--- src/rtl/emotion_pkg.sv ---
// Shared definitions for the emotion tracker.
//  - Level codes produced by level_quantizer (LOW / OK / HIGH).
//  - AWAKE_CODE: physical_state value meaning "awake".
//  - EMO_* : bit positions within the 8-bit emotion vector.
//  - emo_candidate(): maps three level codes to a candidate emotion vector.
package emotion_pkg;

  typedef enum logic [1:0] {
    LVL_LOW  = 2'b00,
    LVL_OK   = 2'b01,
    LVL_HIGH = 2'b10
  } level_e;

  localparam logic [1:0] AWAKE_CODE = 2'b01;

  localparam int EMO_0 = 0;
  localparam int EMO_1 = 1;
  localparam int EMO_2 = 2;
  localparam int EMO_3 = 3;
  localparam int EMO_4 = 4;
  localparam int EMO_5 = 5;
  localparam int EMO_6 = 6;
  localparam int EMO_7 = 7;

  // Several bits may be set at once; an all-zero result is legal.
  function automatic logic [7:0] emo_candidate(input logic [1:0] e,
                                               input logic [1:0] s,
                                               input logic [1:0] p);
    logic eL, eO, eH, sL, sO, sH, pL, pO, pH;
    logic [7:0] c;
    eL = (e == LVL_LOW);  eO = (e == LVL_OK);  eH = (e == LVL_HIGH);
    sL = (s == LVL_LOW);  sO = (s == LVL_OK);  sH = (s == LVL_HIGH);
    pL = (p == LVL_LOW);  pO = (p == LVL_OK);  pH = (p == LVL_HIGH);
    c = '0;
    c[EMO_7] = sH & ((pH & eH) | pO);
    c[EMO_6] = ~pH & sO & eH;
    c[EMO_5] = pL & sH;
    c[EMO_4] = ~sH & eL;
    c[EMO_3] = pL & ((sL & eH) | (~sH & eO));
    c[EMO_2] = (pH & ~sH & eH) | (pH & sH & ~eH) | (pO & sL & eH);
    c[EMO_1] = pO & ~sH & eO;
    c[EMO_0] = pH & ~sH & eO;
    return c;
  endfunction

endpackage

--- src/rtl/emotion_tracker_level_quantizer.sv ---
// level_quantizer: classifies one unsigned drive level into LOW / OK / HIGH.
//  Parameters: LEVEL_W (input width), LOW_TH, HIGH_TH (LOW_TH <= HIGH_TH).
//  Ports:
//    level  in  LEVEL_W  drive level
//    code   out 2        LVL_LOW if level < LOW_TH, LVL_HIGH if level >= HIGH_TH,
//                        LVL_OK otherwise
module level_quantizer
  import emotion_pkg::*;
#(
  parameter int LEVEL_W = 4,
  parameter int LOW_TH  = 4,
  parameter int HIGH_TH = 12
) (
  input  logic [LEVEL_W-1:0] level,
  output logic [1:0]         code
);

  // Compare at 32 bits so thresholds equal to 2**LEVEL_W still behave.
  localparam logic [31:0] LOW_U  = LOW_TH;
  localparam logic [31:0] HIGH_U = HIGH_TH;

  logic [31:0] w_level;
  assign w_level = 32'(level);

  always_comb begin
    code = LVL_OK;
    if (w_level < LOW_U)
      code = LVL_LOW;
    else if (w_level >= HIGH_U)
      code = LVL_HIGH;
  end

endmodule

--- src/rtl/emotion_tracker.sv ---
// emotion_tracker: debounced emotion vector derived from three drive levels.
//  Stage 1 registers the quantised levels and the awake flag; the candidate
//  emotion is decoded from stage 1 and committed only after it has persisted
//  for HOLD_CYCLES cycles. While not awake the output is forced to zero.
//  Optional feature macro: EMOTION_INTENSITY_EN (adds the intensity port).
//  Ports:
//    clk              in   1        system clock
//    rst              in   1        asynchronous active-high reset
//    energy           in   LEVEL_W  energy level
//    stress           in   LEVEL_W  stress level
//    pleasure         in   LEVEL_W  pleasure level
//    physical_state   in   2        AWAKE_CODE = awake
//    emotion          out  8        committed emotion vector
//    emotion_changed  out  1        pulse on the edge emotion changes value
//    intensity        out  4        cycles since last change, saturating at 15
//                                   (EMOTION_INTENSITY_EN only)
module emotion_tracker
  import emotion_pkg::*;
#(
  parameter int LEVEL_W     = 4,
  parameter int LOW_TH      = 4,
  parameter int HIGH_TH     = 12,
  parameter int HOLD_CYCLES = 8
) (
  input  logic               clk,
  input  logic               rst,
  input  logic [LEVEL_W-1:0] energy,
  input  logic [LEVEL_W-1:0] stress,
  input  logic [LEVEL_W-1:0] pleasure,
  input  logic [1:0]         physical_state,
  output logic [7:0]         emotion,
  output logic               emotion_changed
`ifdef EMOTION_INTENSITY_EN
  ,
  output logic [3:0]         intensity
`endif
);

  localparam int CNT_W = $clog2(HOLD_CYCLES + 1);
  localparam logic [CNT_W-1:0] HOLD_V = CNT_W'(HOLD_CYCLES);

  logic [1:0] w_e_code, w_s_code, w_p_code;

  level_quantizer #(.LEVEL_W(LEVEL_W), .LOW_TH(LOW_TH), .HIGH_TH(HIGH_TH))
    u_q_energy   (.level(energy),   .code(w_e_code));
  level_quantizer #(.LEVEL_W(LEVEL_W), .LOW_TH(LOW_TH), .HIGH_TH(HIGH_TH))
    u_q_stress   (.level(stress),   .code(w_s_code));
  level_quantizer #(.LEVEL_W(LEVEL_W), .LOW_TH(LOW_TH), .HIGH_TH(HIGH_TH))
    u_q_pleasure (.level(pleasure), .code(w_p_code));

  logic [1:0]       r_e_p1, r_s_p1, r_p_p1;
  logic             r_awake_p1;
  logic [7:0]       r_pend_p2, r_emo_p2;
  logic [CNT_W-1:0] r_cnt_p2;
  logic             r_chg_p2;

  logic [7:0]       w_cand;
  logic [7:0]       w_pend_nxt, w_emo_nxt;
  logic [CNT_W-1:0] w_cnt_nxt;
  logic             w_emo_change;

  // ---- stage 1: quantised levels and awake flag ----
  always_ff @(posedge clk or posedge rst) begin
    if (rst) begin
      r_e_p1     <= '0;
      r_s_p1     <= '0;
      r_p_p1     <= '0;
      r_awake_p1 <= 1'b0;
    end else begin
      r_e_p1     <= w_e_code;
      r_s_p1     <= w_s_code;
      r_p_p1     <= w_p_code;
      r_awake_p1 <= (physical_state == AWAKE_CODE);
    end
  end

  // ---- stage 2: debounce and commit ----
  // Sleep takes priority over a commit falling on the same edge. Once the
  // count saturates the pending value is re-committed every cycle, which is
  // harmless because emotion_changed only fires on an actual value change.
  always_comb begin
    w_cand     = emo_candidate(r_e_p1, r_s_p1, r_p_p1);
    w_pend_nxt = r_pend_p2;
    w_cnt_nxt  = r_cnt_p2;
    w_emo_nxt  = r_emo_p2;
    if (!r_awake_p1) begin
      w_pend_nxt = '0;
      w_cnt_nxt  = '0;
      w_emo_nxt  = '0;
    end else if (w_cand != r_pend_p2) begin
      w_pend_nxt = w_cand;
      w_cnt_nxt  = CNT_W'(1);
    end else if (r_cnt_p2 < HOLD_V) begin
      w_cnt_nxt  = r_cnt_p2 + CNT_W'(1);
    end else begin
      w_emo_nxt  = r_pend_p2;
    end
    w_emo_change = (w_emo_nxt != r_emo_p2);
  end

  always_ff @(posedge clk or posedge rst) begin
    if (rst) begin
      r_pend_p2 <= '0;
      r_cnt_p2  <= '0;
      r_emo_p2  <= '0;
      r_chg_p2  <= 1'b0;
    end else begin
      r_pend_p2 <= w_pend_nxt;
      r_cnt_p2  <= w_cnt_nxt;
      r_emo_p2  <= w_emo_nxt;
      r_chg_p2  <= w_emo_change;
    end
  end

  assign emotion         = r_emo_p2;
  assign emotion_changed = r_chg_p2;

`ifdef EMOTION_INTENSITY_EN
  function automatic logic [3:0] sat_inc4(input logic [3:0] v);
    return (v == 4'hF) ? v : v + 4'd1;
  endfunction

  logic [3:0] r_int_p2;

  always_ff @(posedge clk or posedge rst) begin
    if (rst)
      r_int_p2 <= '0;
    else if (!r_awake_p1 || w_emo_change)
      r_int_p2 <= '0;
    else
      r_int_p2 <= sat_inc4(r_int_p2);
  end

  assign intensity = r_int_p2;
`endif

endmodule

--- config.mk ---
export PLATFORM = sky130hd
export DESIGN_NAME = emotion_tracker
export DESIGN_NICKNAME = d
export VERILOG_FILES = /design/src/rtl/emotion_pkg.sv /design/src/rtl/emotion_tracker_level_quantizer.sv /design/src/rtl/emotion_tracker.sv
export SDC_FILE = /design/constraint.sdc
export NUM_CORES = 1
export LEC_CHECK = 0
export ABC_AREA = 0
export CAP_MARGIN = 15
export CORE_ASPECT_RATIO = 0.6
export CORE_MARGIN = 1
export CORE_UTILIZATION = 35
export CTS_BUF_LIST = sky130_fd_sc_hd__clkbuf_8
export DETAILED_ROUTE_END_ITERATION = 8
export GPL_TIMING_DRIVEN = 0
export MAX_ROUTING_LAYER = met4
export SYNTH_ARGS = -nofsm -noshare
export SYNTH_HDL_FRONTEND = slang
export SYNTH_SLANG_ARGS = --single-unit
--- constraint.sdc ---
create_clock -name clk -period 2.4 [get_ports clk]
set_clock_uncertainty 0.2 [all_clocks]
set_input_delay 0.72 -clock clk [delete_from_list [all_inputs] [get_ports clk]]
set_output_delay 0.72 -clock clk [all_outputs]
set_load 0.005 [all_outputs]
# [Yosys cells after proc, flatten, opt, wreduce, memory -nomap -nowiden]
# Cells that the tools add are included.
[classes] n_lt_le_gt_ge=7 n_reduce_logical=3 eq_ne=11 mul=0 bitwise=25 div=0 n_shift=0 mux=14 add_sub_neg=1
[ops] op="$mux 8" n=5
[ops] op="$and 1x1->1" n=18
[ops] op="$ne 8x8->1" n=2
[ops] op="$ge 4x4->1 const B" n=3
[ops] op="$lt 4x3->1 const B" n=3
[ops] op="$mux 2" n=6
[ops] op="$mux 4" n=3
[ops] op="$eq 2x1->1 const B" n=4
[ops] op="$eq 2x2->1 const B" n=3
[ops] op="$logic_not 2->1" n=3
[ops] op="$add 4x1->4 const B" n=1
[ops] op="$lt 4x4->1 const B" n=1
[ops] op="$or 1x1->1" n=4
[ops] op="$ne 3x1->1 const B" n=1
[ops] op="$not 1->1" n=3
[ops] op="$ne 2x1->1 const B" n=1
[totals] latch_bits=0 word_cells=69 mem_count=0 ram_bits=0 rom_bits=0 input_bits=16 ff_bits=28 output_inout_bits=9

# [Depth between registers and ports, before layout]
[logic_depth] word_depth=10 depth_mapped=9 depth_no_buf=6

# [Hierarchy]
# From an unflattened synthesis, not the netlist that was laid out.
[hier_totals] cells_unflattened=145 area_unflattened_um2=1470.2
[modules_own_cells] module="emotion_tracker" cells_each=142 seq_area_each_um2=700.7 n_inst=1 area_per_inst_um2=1432.6
[modules_own_cells] module="level_quantizer" cells_each=1 seq_area_each_um2=0.0 n_inst=3 area_per_inst_um2=12.5

# [Worst setup path after synthesis]
# No wires, ideal clock.
[synth_path] kind="register to register" startpoint="reg r_e_p1[0]" endpoint="reg r_cnt_p2[0]" n_path_buf=1 stages_incl_launch_ff=8 required_ps=2081 arrival_time_ps=2177 synth_period_minus_slack_ps=2495 setup_slack_ps=-95 setup_ps=119 cell_sequence="dfrtp_1 -> buf_6 -> nand2b_4 -> nor4bb_1 -> or4_1 -> a221o_1 -> or4_4 -> o21a_1"
[synth_via] elab_chain_cells=8 word_cells_on_any_way=24 cone_classes="eq/ne (4); mux (2); bitwise (17); reduce/logical (1)"
[synth_rtl] item="from (decl)" line="emotion_tracker.sv:51" source="logic [1:0] r_e_p1, r_s_p1, r_p_p1;"
[synth_rtl] item="from (signal assigned)" line="emotion_tracker.sv:70" source="r_e_p1 <= w_e_code;"
[synth_rtl] item="$eq 2x2->1" line="emotion_pkg.sv:31" source="eL = (e == LVL_LOW); eO = (e == LVL_OK); eH = (e == LVL_HIGH);"
[synth_rtl] item="$not 1->1" line="emotion_pkg.sv:40" source="c[EMO_2] = (pH & ~sH & eH) | (pH & sH & ~eH) | (pO & sL & eH);"
[synth_rtl] item="$and 1x1->1" line="emotion_pkg.sv:40"
[synth_rtl] item="$or 1x1->1 (2 in series)" line="emotion_pkg.sv:40"
[synth_rtl] item="$ne 8x8->1 (*)" line="emotion_tracker.sv:90" source="end else if (w_cand != r_pend_p2) begin"
[synth_rtl] item="$mux 4" line="emotion_tracker.sv:90"
[synth_rtl] item="$mux 4" line="emotion_tracker.sv:86" source="if (!r_awake_p1) begin"
[synth_rtl] item="to (signal assigned)" line="emotion_tracker.sv:109" source="r_cnt_p2 <= w_cnt_nxt;"
[synth_rtl] item="to (decl)" line="emotion_tracker.sv:54" source="logic [CNT_W-1:0] r_cnt_p2;"
# Every way passes the cells marked *; elsewhere a longest branch is shown, timed or not.
# A chain may end at the register's enable or synchronous reset.

# [Worst setup path in the final report]
[layout_path] startpoint="reg r_e_p1[1]" endpoint="reg r_cnt_p2[0]"
# Same word-level chain as after synthesis.

==> out/metrics.cfg <==
[die]
coreArea_um2 = 4230
fp-row-count = 18
start_util = 0.375
io_pins = 25
die-width_um = 88.9
die_y_um = 54.2
die_area_um2 = 4820

[cts]
ctsRootBufferMaster = clkbuf_8
clock_path_buffers = 2
cts_buffers = 3
cts.sinks = 28
cts.clk_slew.worst_paths_ns = 0.09
clk-insertion-delay-late_ns = 0.28
ctsHoldBuffers = 0
cts_tree = done
htree_num_levels = 1

[power]
p_sw_uw = 253
pwr-share-comb = 0.190
p_leak_uw = 0.000875
ir_drop_uv = 204
power.share.switching = 0.271
seqPwrFrac = 0.533
p_per_area_nw_per_um2 = 463
clockPowerShare = 0.277
p_int_uw = 682

[sta]
rsz0062_at_grt = true
worst_pin_slew_ns = 0.632
period_needed_ns = 2.67
worst_slack_ns = -0.271
tns_ns = -1.72
fmax_mhz = 374
finalSetupViolCount = 13
hold_ws_ns = 0.365
slew_violations = 0
post-route-period-util = 1.11
maxSlewHeadroom = 0.575
finalHoldViolations = 0

[critical_path]
critical_path_required_ns = 2.38
r2r_slack_ns = -0.27
cp-start-kind = register
arrival_ns = 2.65
crit_path_frequent_cell = or4_4
crit_path_start = r_e_p1[1]
slowest_delay_ns = 0.57
crit_chain = or3b_1, nor3_2, or4_4, a221o_1, or4_4, o21a_1
cp_max_fo = 7
crit_type = register to register
rr_startpoint = r_e_p1[1]
endpoint_kind = register
slowest_stage = or4_4

[detailed_routing]
vias = 1316
totalWireLength_mm = 4.03
routed_via_density = 5.33
postRouteAntennaNets = 0
drc = 0
wl_per_cell_um = 16.3
first_iter_violations = 134
dr.pass1.iters = 4

[final_layout]
layout_common_cells = dfrtp_1 (27), nand2_1 (19), clkdlybuf4s50_1 (18)
fin_cells = 247
area_growth_pct = 27.4
drive_gt1_frac = 0.160
layout.nets = 209
antenna_cells = 0
final_common_cell = dfrtp_1

[global_route]
grt_overflow_total = 0
antenna_found_initial = 0
grt_pass1_wl_mm = 6.34
grt_max_degree = 29
track_usage = 0.190
grt_pass1_vias = 1267

[placed_design]
placed_cells = 241
preCtsSetupSlack_ns = -0.377
dp_hpwl_mm = 2.86
gp_congestion = 0.878
port_buffers = 18

[status]
violations = setup timing
status = finished, violations left

[logic_synthesis]
ys_seq_area_frac = 0.442
syn_inst = 163
syn_area_per_cell_um2 = 9.73
synth-seq-cells = 28
ys_types = 45
syn-num-nets = 183
synthArstFlopShare = 1.00
synthFlopType = dfrtp_1
synth_edf_count = 0
synth_area_um2 = 1590
yosys_warnings = 0

[min_path]
hp-start = emotion[6]
min_path_type = register to register

[job]
max_cap_viol_count = 0

-- per-stage QoR --
| stage | instance area [um2] | utilization | power, uW |
|---|---|---|---|
| final | 2020 | 0.478 | 935 |
| after CTS | 1930 | 0.456 | 918 |
| after floorplan | 1590 | - | 604 |
| after global routing | 2020 | 0.478 | 976 |
| after detailed placement | 1840 | 0.435 | 651 |
| after global placement | 1840 | 0.435 | 646 |
-- cell usage after synthesis (2+ instances only) --
library cell,count,area share
nor3_1,8,0.025
nand2b_1,4,0.016
nor4bb_1,3,0.019
nor4_1,2,0.0079
nor2b_1,4,0.016
mux2i_1,9,0.057
inv_1,12,0.028
dfrtp_1,28,0.44
ha_1,4,0.032
o31ai_1,2,0.0095
o22ai_1,6,0.024
o41ai_1,3,0.017
xnor2_1,6,0.033
clkbuf_1,4,0.0095
buf_4,3,0.014
o21ai_0,3,0.0095
nand3_1,3,0.0095
nor2_1,7,0.017
nand2_1,19,0.045
and3_1,3,0.012
a22o_1,2,0.011
buf_2,2,0.0063
a22oi_1,4,0.019
-- path summary, 6_finish.rpt --
kind / to / depth (start not counted)
max: r_cnt_p2[0] / 6
min: emotion[6] / 2
min in group asynchronous: r_pend_p2[4] / 2
min reg2reg: emotion[6] / 2
max reg2reg: r_cnt_p2[0] / 6
max in group asynchronous: r_s_p1[0] / 3
-- power groups by stage --
stage          combinational, uW  sequential, uW  clock [uW]
2_1_floorplan                103             501           0
3_3_place_gp                 142             505           0
3_5_place_dp                 145             505           0
4_1_cts                      156             496         266
5_1_grt                      195             500         281
6_report                     178             499         259
-- state kept, by name, summed over array words and instances, names as in the netlist --
register / cells
r_cnt_p2: 4
r_e_p1: 2
r_s_p1: 2
emotion: 8
r_pend_p2: 8
r_p_p1: 2
r_awake_p1: 1
emotion_changed: 1
-- layout make-up --
| class | count | area, um2 |
|---|---|---|
| multi-input combinational | 113 | 875 |
| tap | 60 | 75.1 |
| timing repair buffer | 22 | 230 |
| buffer | 9 | 53.8 |
| sequential | 28 | 702 |
| clock buffer | 3 | 41.3 |
| fill | 424 | 2210 |
| inverter | 12 | 45.0 |
-- per-layer routing --
metal | track usage | part of all wire
met3 | 0.0537 | 0.046
met5 | - | 0
met1 | 0.270 | 0.52
met2 | 0.272 | 0.43
met4 | 0.0269 | 0.0077
-- cell families after synthesis --
logic type / Yosys count / synth area share
muxes: 9 / 0.0568
adders and majority gates: 4 / 0.0315
buffers and inverters: 22 / 0.0655
AOI/OAI and AO/OA: 28 / 0.133
xor gates and xnor gates: 6 / 0.0331
and+or+nand+nor: 66 / 0.239
DFF: 28 / 0.442
-- critical path: cells and delay by family (launching register included) --
kind	cells	cell delay [ns]
compound gates	2	0.56
simple gates	4	1.34
flops	1	0.48
-- repair_timing --
action | in CTS | in global routing
setup endpoints to repair | 13 | 13
pin swaps | 1 | 0
gates resized for setup | 7 | 16
setup buffers | 2 | 1
Note: power is estimated with default switching activity, not from simulation.
